## src/rtl/vga_scanout.sv

```systemverilog
// vga_scanout
//   640x480@60 VGA scanout driven from the 50 MHz system clock. The pixel rate is
//   half the system clock (pix_en every second Clk). Reads the framebuffer at 2x
//   upscale (320x240 source). Expands the 3-bit colour to 4 bits per channel.
//   Emits new_frame, which the framebuffer uses to swap buffers.
//
// Ports
//   Clk        in   system clock (50 MHz)
//   Reset      in   synchronous, active-high
//   fb_coords  out  framebuffer read address {x[8:0], y[7:0]}, combinational
//   fb_color   in   framebuffer colour {r,g,b}, valid 1 Clk after fb_coords
//   new_frame  out  one-Clk pulse when the counters enter the first blanking line
//   pix_en     out  pixel-rate strobe, high every second Clk
//   VGA_R/G/B  out  4-bit colour channels, zero outside the visible area
//   VGA_HS/VS  out  active-low syncs
//   VGA_BLANK  out  high while the output pixel is outside the visible area
//
// Build option
//   SCANOUT_TESTPATTERN_EN  adds input test_mode. When test_mode is high, the
//                           colour index comes from source x[8:6], which gives
//                           vertical bars. fb_color is ignored in that case.

typedef struct packed {
    logic [8:0] x;
    logic [7:0] y;
} screenXY;

module vga_scanout #(
    parameter int unsigned H_VISIBLE = 640,
    parameter int unsigned H_FRONT   = 16,
    parameter int unsigned H_SYNC    = 96,
    parameter int unsigned H_BACK    = 48,
    parameter int unsigned V_VISIBLE = 480,
    parameter int unsigned V_FRONT   = 10,
    parameter int unsigned V_SYNC    = 2,
    parameter int unsigned V_BACK    = 33
) (
    input  logic       Clk,
    input  logic       Reset,
    output screenXY    fb_coords,
    input  logic [2:0] fb_color,
`ifdef SCANOUT_TESTPATTERN_EN
    input  logic       test_mode,
`endif
    output logic       new_frame,
    output logic       pix_en,
    output logic [3:0] VGA_R,
    output logic [3:0] VGA_G,
    output logic [3:0] VGA_B,
    output logic       VGA_HS,
    output logic       VGA_VS,
    output logic       VGA_BLANK
);

    localparam int unsigned HTotal = H_VISIBLE + H_FRONT + H_SYNC + H_BACK;
    localparam int unsigned VTotal = V_VISIBLE + V_FRONT + V_SYNC + V_BACK;

    localparam logic [9:0] HLast    = 10'(HTotal - 1);
    localparam logic [9:0] VLast    = 10'(VTotal - 1);
    localparam logic [9:0] HVis     = 10'(H_VISIBLE);
    localparam logic [9:0] VVis     = 10'(V_VISIBLE);
    localparam logic [9:0] HsStart  = 10'(H_VISIBLE + H_FRONT);
    localparam logic [9:0] HsEnd    = 10'(H_VISIBLE + H_FRONT + H_SYNC);
    localparam logic [9:0] VsStart  = 10'(V_VISIBLE + V_FRONT);
    localparam logic [9:0] VsEnd    = 10'(V_VISIBLE + V_FRONT + V_SYNC);
    // The last visible line. Leaving its last pixel starts vertical blanking.
    localparam logic [9:0] VVisLast = 10'(V_VISIBLE - 1);

    logic       ph_q;
    logic [9:0] hc_q, hc_d;
    logic [9:0] vc_q, vc_d;
    logic       h_last, v_last;
    logic       visible;
    logic       hs_raw, vs_raw;
    logic       new_frame_d;
    logic [2:0] color_idx;

    assign pix_en = ph_q;

    // Counter next-state
    always_comb begin
        h_last = (hc_q == HLast);
        v_last = (vc_q == VLast);
        hc_d   = h_last ? 10'd0 : hc_q + 10'd1;
        vc_d   = vc_q;
        if (h_last) begin
            vc_d = v_last ? 10'd0 : vc_q + 10'd1;
        end
    end

    always_ff @(posedge Clk) begin
        if (Reset) begin
            ph_q <= 1'b0;
            hc_q <= 10'd0;
            vc_q <= 10'd0;
        end else begin
            ph_q <= ~ph_q;
            if (ph_q) begin
                hc_q <= hc_d;
                vc_q <= vc_d;
            end
        end
    end

    // Raw decode from the live counters
    always_comb begin
        visible = (hc_q < HVis) && (vc_q < VVis);
        hs_raw  = ~((hc_q >= HsStart) && (hc_q < HsEnd));
        vs_raw  = ~((vc_q >= VsStart) && (vc_q < VsEnd));

        // 2x upscale: each source pixel covers 2 columns and 2 lines
        fb_coords.x = visible ? hc_q[9:1] : 9'd0;
        fb_coords.y = visible ? vc_q[8:1] : 8'd0;

        // This pulse is registered on the same pix_en edge that moves the
        // counters onto (0, V_VISIBLE).
        new_frame_d = ph_q && h_last && (vc_q == VVisLast);
    end

    // The colour index is sampled at the pix_en edge. The address was issued
    // 2 Clk earlier, which covers the 1-Clk framebuffer read latency.
    always_comb begin
`ifdef SCANOUT_TESTPATTERN_EN
        color_idx = test_mode ? fb_coords.x[8:6] : fb_color;
`else
        color_idx = fb_color;
`endif
    end

    // Output stage: every output lags the counters by one pixel period
    always_ff @(posedge Clk) begin
        if (Reset) begin
            VGA_R     <= 4'h0;
            VGA_G     <= 4'h0;
            VGA_B     <= 4'h0;
            VGA_HS    <= 1'b1;
            VGA_VS    <= 1'b1;
            VGA_BLANK <= 1'b1;
            new_frame <= 1'b0;
        end else begin
            new_frame <= new_frame_d;
            if (ph_q) begin
                VGA_R     <= (visible && color_idx[2]) ? 4'hF : 4'h0;
                VGA_G     <= (visible && color_idx[1]) ? 4'hF : 4'h0;
                VGA_B     <= (visible && color_idx[0]) ? 4'hF : 4'h0;
                VGA_HS    <= hs_raw;
                VGA_VS    <= vs_raw;
                VGA_BLANK <= ~visible;
            end
        end
    end

endmodule
```

## config.mk

```make
export PLATFORM = sky130hd
export DESIGN_NAME = vga_scanout
export DESIGN_NICKNAME = d
export VERILOG_FILES = /design/src/rtl/vga_scanout.sv
export SDC_FILE = /design/constraint.sdc
export NUM_CORES = 1
export LEC_CHECK = 0
export CELL_PAD_IN_SITES_DETAIL_PLACEMENT = 1
export CELL_PAD_IN_SITES_GLOBAL_PLACEMENT = 2
export CORE_UTILIZATION = 28
export DETAILED_ROUTE_END_ITERATION = 16
export GPL_TIMING_DRIVEN = 0
export PLACE_DENSITY = 0.89
export SYNTH_ARGS = -nofsm -noshare
export SYNTH_HDL_FRONTEND = slang
export SYNTH_SLANG_ARGS = --single-unit
```

## constraint.sdc

```tcl
create_clock -name Clk -period 2.05 [get_ports Clk]
set_input_delay 0.41 -clock Clk [delete_from_list [all_inputs] [get_ports Clk]]
set_output_delay 0.41 -clock Clk [all_outputs]
set_load 0.02 [all_outputs]
```

* Word-level counts from Yosys, hierarchy flattened
Cells that the tools add are included.
** Cells by class
- Bitwise operators :: 4
- Reduce and logical (&&, ||, !) cells :: 9
- Add/sub/neg operators :: 2
- $lt $le $gt $ge :: 6
- Muxes and demuxes :: 7
- Equal/unequal tests :: 3
** Operator list (number)
- $add 10x1->10 const B :: 2
- $eq 10x10->1 const B :: 2
- $lt 10x10->1 const B :: 2
- $lt 10x9->1 const B :: 2
- $mux 10 :: 2
- $mux 4 :: 3
- $eq 10x9->1 const B :: 1
- $ge 10x10->1 const B :: 1
- $ge 10x9->1 const B :: 1
- $mux 9 :: 1
- $logic_and 1x1->1 :: 8
- $mux 8 :: 1
- $not 1->1 :: 4
- $reduce_and 2->1 :: 1
** Storage, ports and cells
- Flip-flop bits (word level) :: 37
- Word-level logic and storage cells :: 41
- Output and inout port bits :: 34
- Input port bits :: 5

* Longest topological paths before layout
- Depth in word-level cells :: 4
- Mapped depth :: 7
- Depth with buffers taken out :: 6

* Worst setup path before layout
OpenSTA, ideal clock, no wires.
- Path type :: reg-to-output
- Start :: register vc_q[5]
- End :: output port fb_coords[11] (netlist bit)
- Setup slack :: 0.174 ns
- Stages on the path, launching flop included :: 6
- Arrival time :: 1.466 ns
- Required time :: 1.640 ns
- Path buffers :: 2
- Path through :: dfxtp_1 clkbuf_1 and4_1 nor3_2 clkbuf_1 and2_1
** RTL lines
- from (decl) :: line 71 : logic [9:0] vc_q, vc_d;
- from (signal assigned) :: line 100 : vc_q <= vc_d;
- to (decl) :: line 40 : output screenXY fb_coords,

==> results.py <==
metrics = {
    "pwr": {
        "power_leakage_nw": 0.8555,
        "irDropWorstVdd_mv": 0.4052,
        "power_mw": 1.114,
        "power_density_nw_per_um2": 501.5,
    },
    "sta": {
        "setup_ws_ps": -16.40,
        "setup_viol": 2,
        "setup_tns_ps": -32.72,
        "finalMaxSlewViolations": 0,
        "post-route-period-util_pct": 100.8,
        "period_minus_slack_ps": 2066,
        "clock.fmax_ghz": 0.4839,
        "skew_ps": 2.739,
        "maxSlewHeadroom_pct": 68.25,
        "worst_pin_slew_ps": 476.3,
        "rsz0062_at_grt": "yes",
        "finalHoldViolations": 0,
    },
    "global_routing": {
        "grt_overflow": 0,
        "grt_usage_pct": 16.56,
        "grt_pass1_wl_mm": 7.024,
        "grt_pass1_vias": 1387,
        "grt_start_max_net_pins": 17,
        "antenna_found_initial": 0,
    },
    "routing": {
        "wl_met3_um": 168,
        "dr.first_iter.drc_count": 40,
        "drtAntennaViolNets": 0,
        "routed_wl_mm": 4.339,
        "avgViaCountPerCell": 4.806,
        "met2_length_mm": 2.077,
        "wl_per_cell_um": 14.51,
        "num_vias": 1437,
        "firstDrtPassIters": 4,
        "top_layer": "met4",
        "wl_met1_mm": 2.037,
        "drc": 0,
    },
    "cells_and_area": {
        "n_antenna_cell": 0,
        "area_growth_syn_to_layout_pct": 45.57,
        "finish.utilization_pct": 42.96,
        "drive_gt1_share_pct": 28.38,
        "fin_nets": 239,
    },
    "status": {
        "violations": "negative setup slack",
        "status": "finished, violations left",
    },
    "yosys": {
        "synth_area_um2": 1526,
        "synth_nets": 189,
        "synth_cells": 180,
        "seq_area_frac_synth_pct": 36.72,
        "synth_warnings": 0,
        "synth-seq-cells": 28,
        "syn_avg_cell_area_um2": 8.480,
        "synth_cell_types": 35,
    },
    "place": {
        "hpwlAfterDp_mm": 2.928,
        "gp_congestion": 0.8604,
        "dp_worst_setup_slack_ps": -873.0,
        "port_buffers": 38,
    },
    "clock_network": {
        "clk-insertion-delay-late_ps": 270,
        "cts.sinks": 28,
        "h-tree-depth": 1,
        "cts_tree": "yes",
        "cts_made_buffers": 3,
        "cts_buffer_depth": 2,
        "clk_pin_slew_worst_paths_ps": 100,
        "ctsRootBufferMaster": "clkbuf_8",
        "cts-hold-fix-buffers": 0,
    },
    "floorplanning": {
        "dieWidth_um": 75.84,
        "core_um2": 5172,
        "start_util_pct": 29.51,
        "fp.dieH_um": 75.84,
        "die_area_um2": 5751,
        "io_pins": 39,
        "rows": 26,
    },
    "critical_path": {
        "worstPathMaxFanout": 6,
        "worstPathArrival_ps": 1660,
        "worst-setup-path-type": "reg -> out",
        "cp.required_ps": 1640,
        "reg2reg_to": "vc_q[3]",
        "start_kind": "register",
        "reg2reg_from": "hc_q[0]",
        "r2r_slack_ps": 210,
        "cp-end-kind": "primary output",
        "reg2regPathDepth": 6,
    },
    "hold_path": {
        "holdCritPathClass": "reg -> reg",
        "holdPathStages": 2,
        "holdPathEnd": "vc_q[7]",
        "worstHoldStart": "vc_q[7]",
    },
    "run": {
        "cap_violations": 0,
    },
}
-- kinds of logic (layout without fill, tap and decap cells) --
kind of cell | after synthesis | count (layout) | share of synthesized area, %
AND/OR/NAND/NOR | 90 | 90 | 35.16
flip-flops | 28 | 28 | 36.72
AO/OA/AOI/OAI | 23 | 23 | 8.934
buffers and inverters | 23 | 72 | 8.934
XOR/XNOR | 11 | 11 | 6.311
adder cells (fa/ha/maj) | 4 | 4 | 3.279
multiplexers | 1 | 1 | 0.6558
-- Yosys cell counts --
cell type	instances	area, µm²
dfxtp_1	28	560.5
nor3_2	1	10.01
and4_1	1	8.760
nand4_1	8	50.05
o32ai_1	1	8.760
nand2b_1	6	37.54
nand2_1	5	18.77
xnor2_1	6	52.55
clkbuf_1	6	22.52
or3_1	5	31.28
xor2_1	5	43.79
nor3_1	3	15.01
mux2i_1	1	10.01
o21bai_2	1	11.26
and2_1	15	93.84
nand4_2	2	25.02
buf_2	1	5.000
nor3b_1	1	7.510
a41oi_1	1	8.760
or4_1	2	15.01
o21a_1	1	7.510
nor2_1	17	63.81
nand3_1	10	50.05
buf_4	9	67.56
and3_1	4	25.02
o31ai_1	2	15.01
ha_1	4	50.05
buf_6	2	22.52
or2_2	2	12.51
inv_1	5	18.77
nor4b_4	1	23.77
nor4b_1	2	17.52
o21ai_0	5	25.02
a21oi_1	12	60.06
nor4_1	5	31.28
-- layout by cell type, fill, tap and decap left out, types with 6 or more instances in the layout --
| cell | count |
|---|---|
| nand3_1 | 10 |
| nand2b_1 | 6 |
| dfxtp_4 | 6 |
| clkdlybuf4s50_1 | 21 |
| nor2_1 | 17 |
| a21oi_1 | 12 |
| and2_1 | 8 |
| buf_4 | 18 |
| xnor2_1 | 6 |
| nand4_1 | 8 |
| dfxtp_1 | 20 |
| buf_6 | 15 |
| and2_4 | 7 |
-- layer usage --
| layer | global-route usage, % | up-vias |
|---|---|---|
| li1 | - | 719 |
| met1 | 21.66 | 671 |
| met2 | 26.65 | 42 |
| met3 | 2.910 | 5 |
| met4 | 7.202 | 0 |
| met5 | 0 | - |
-- worst max-delay path, stage by stage (launching register included) --
cell and delay, ps:
dfxtp_4 370, and4_4 220, nor3_4 250, clkbuf_8 200
buf_6 90, and2_4 130, buf_6 100
-- sequential cells by signal, indices dropped and copies added, names as in the netlist --
name	cells
hc_q	10
vc_q	10
VGA_BLANK	1
VGA_B	1
VGA_G	1
VGA_HS	1
VGA_R	1
VGA_VS	1
new_frame	1
pix_en	1
-- repair_timing --
action                                  4_1_cts  5_1_grt
gates cloned                                  1        0
buffers inserted                              6        3
pin swaps                                     2        2
gates resized for setup                      90       30
hold endpoints to repair                      0        0
endpoints found under the setup margin       17       25
-- worst max-delay path by stage --
stage	slack [ps]	cells past startpoint	to	startpoint
6_report	-20	6	fb_coords[4]	vc_q[7]
5_1_grt	-80	6	fb_coords[5]	vc_q[7]
4_1_cts	-50	6	fb_coords[4]	hc_q[8]
3_5_place_dp	-870	6	fb_coords[5]	vc_q[5]
3_3_place_gp	-920	6	fb_coords[1]	vc_q[5]
2_1_floorplan	170	5	fb_coords[11]	vc_q[5]
-- power by group --
| group | internal, mW | switching, mW | leakage, nW |
|---|---|---|---|
| registers | 0.546 | 0.0114 | 0.233 |
| logic | 0.0618 | 0.0576 | 0.587 |
| clock network | 0.261 | 0.176 | 0.0357 |
| total | 0.869 | 0.245 | 0.856 |
-- final cells by class --
class / instances / area, µm²
plain buffers: 16 / 120.1
clock buffers: 3 / 41.29
clock inverters: 1 / 30.03
fillers: 606 / 2950
inverters: 5 / 18.77
multi-input cells: 129 / 873.3
flip-flops and latches: 28 / 585.6
well taps: 70 / 87.58
repair buffers: 47 / 465.4
-- per-stage QoR --
stage	hold slack (ps)	instance area, µm²	std cells
2_1_floorplan	486.6	1526	180
4_1_cts	526.6	2125	297
3_3_place_gp	496.6	1994	288
5_1_grt	546.4	2222	299
6_report	518.1	2222	299
3_5_place_dp	501.7	1994	288
Power figures use the tool's default switching activity.
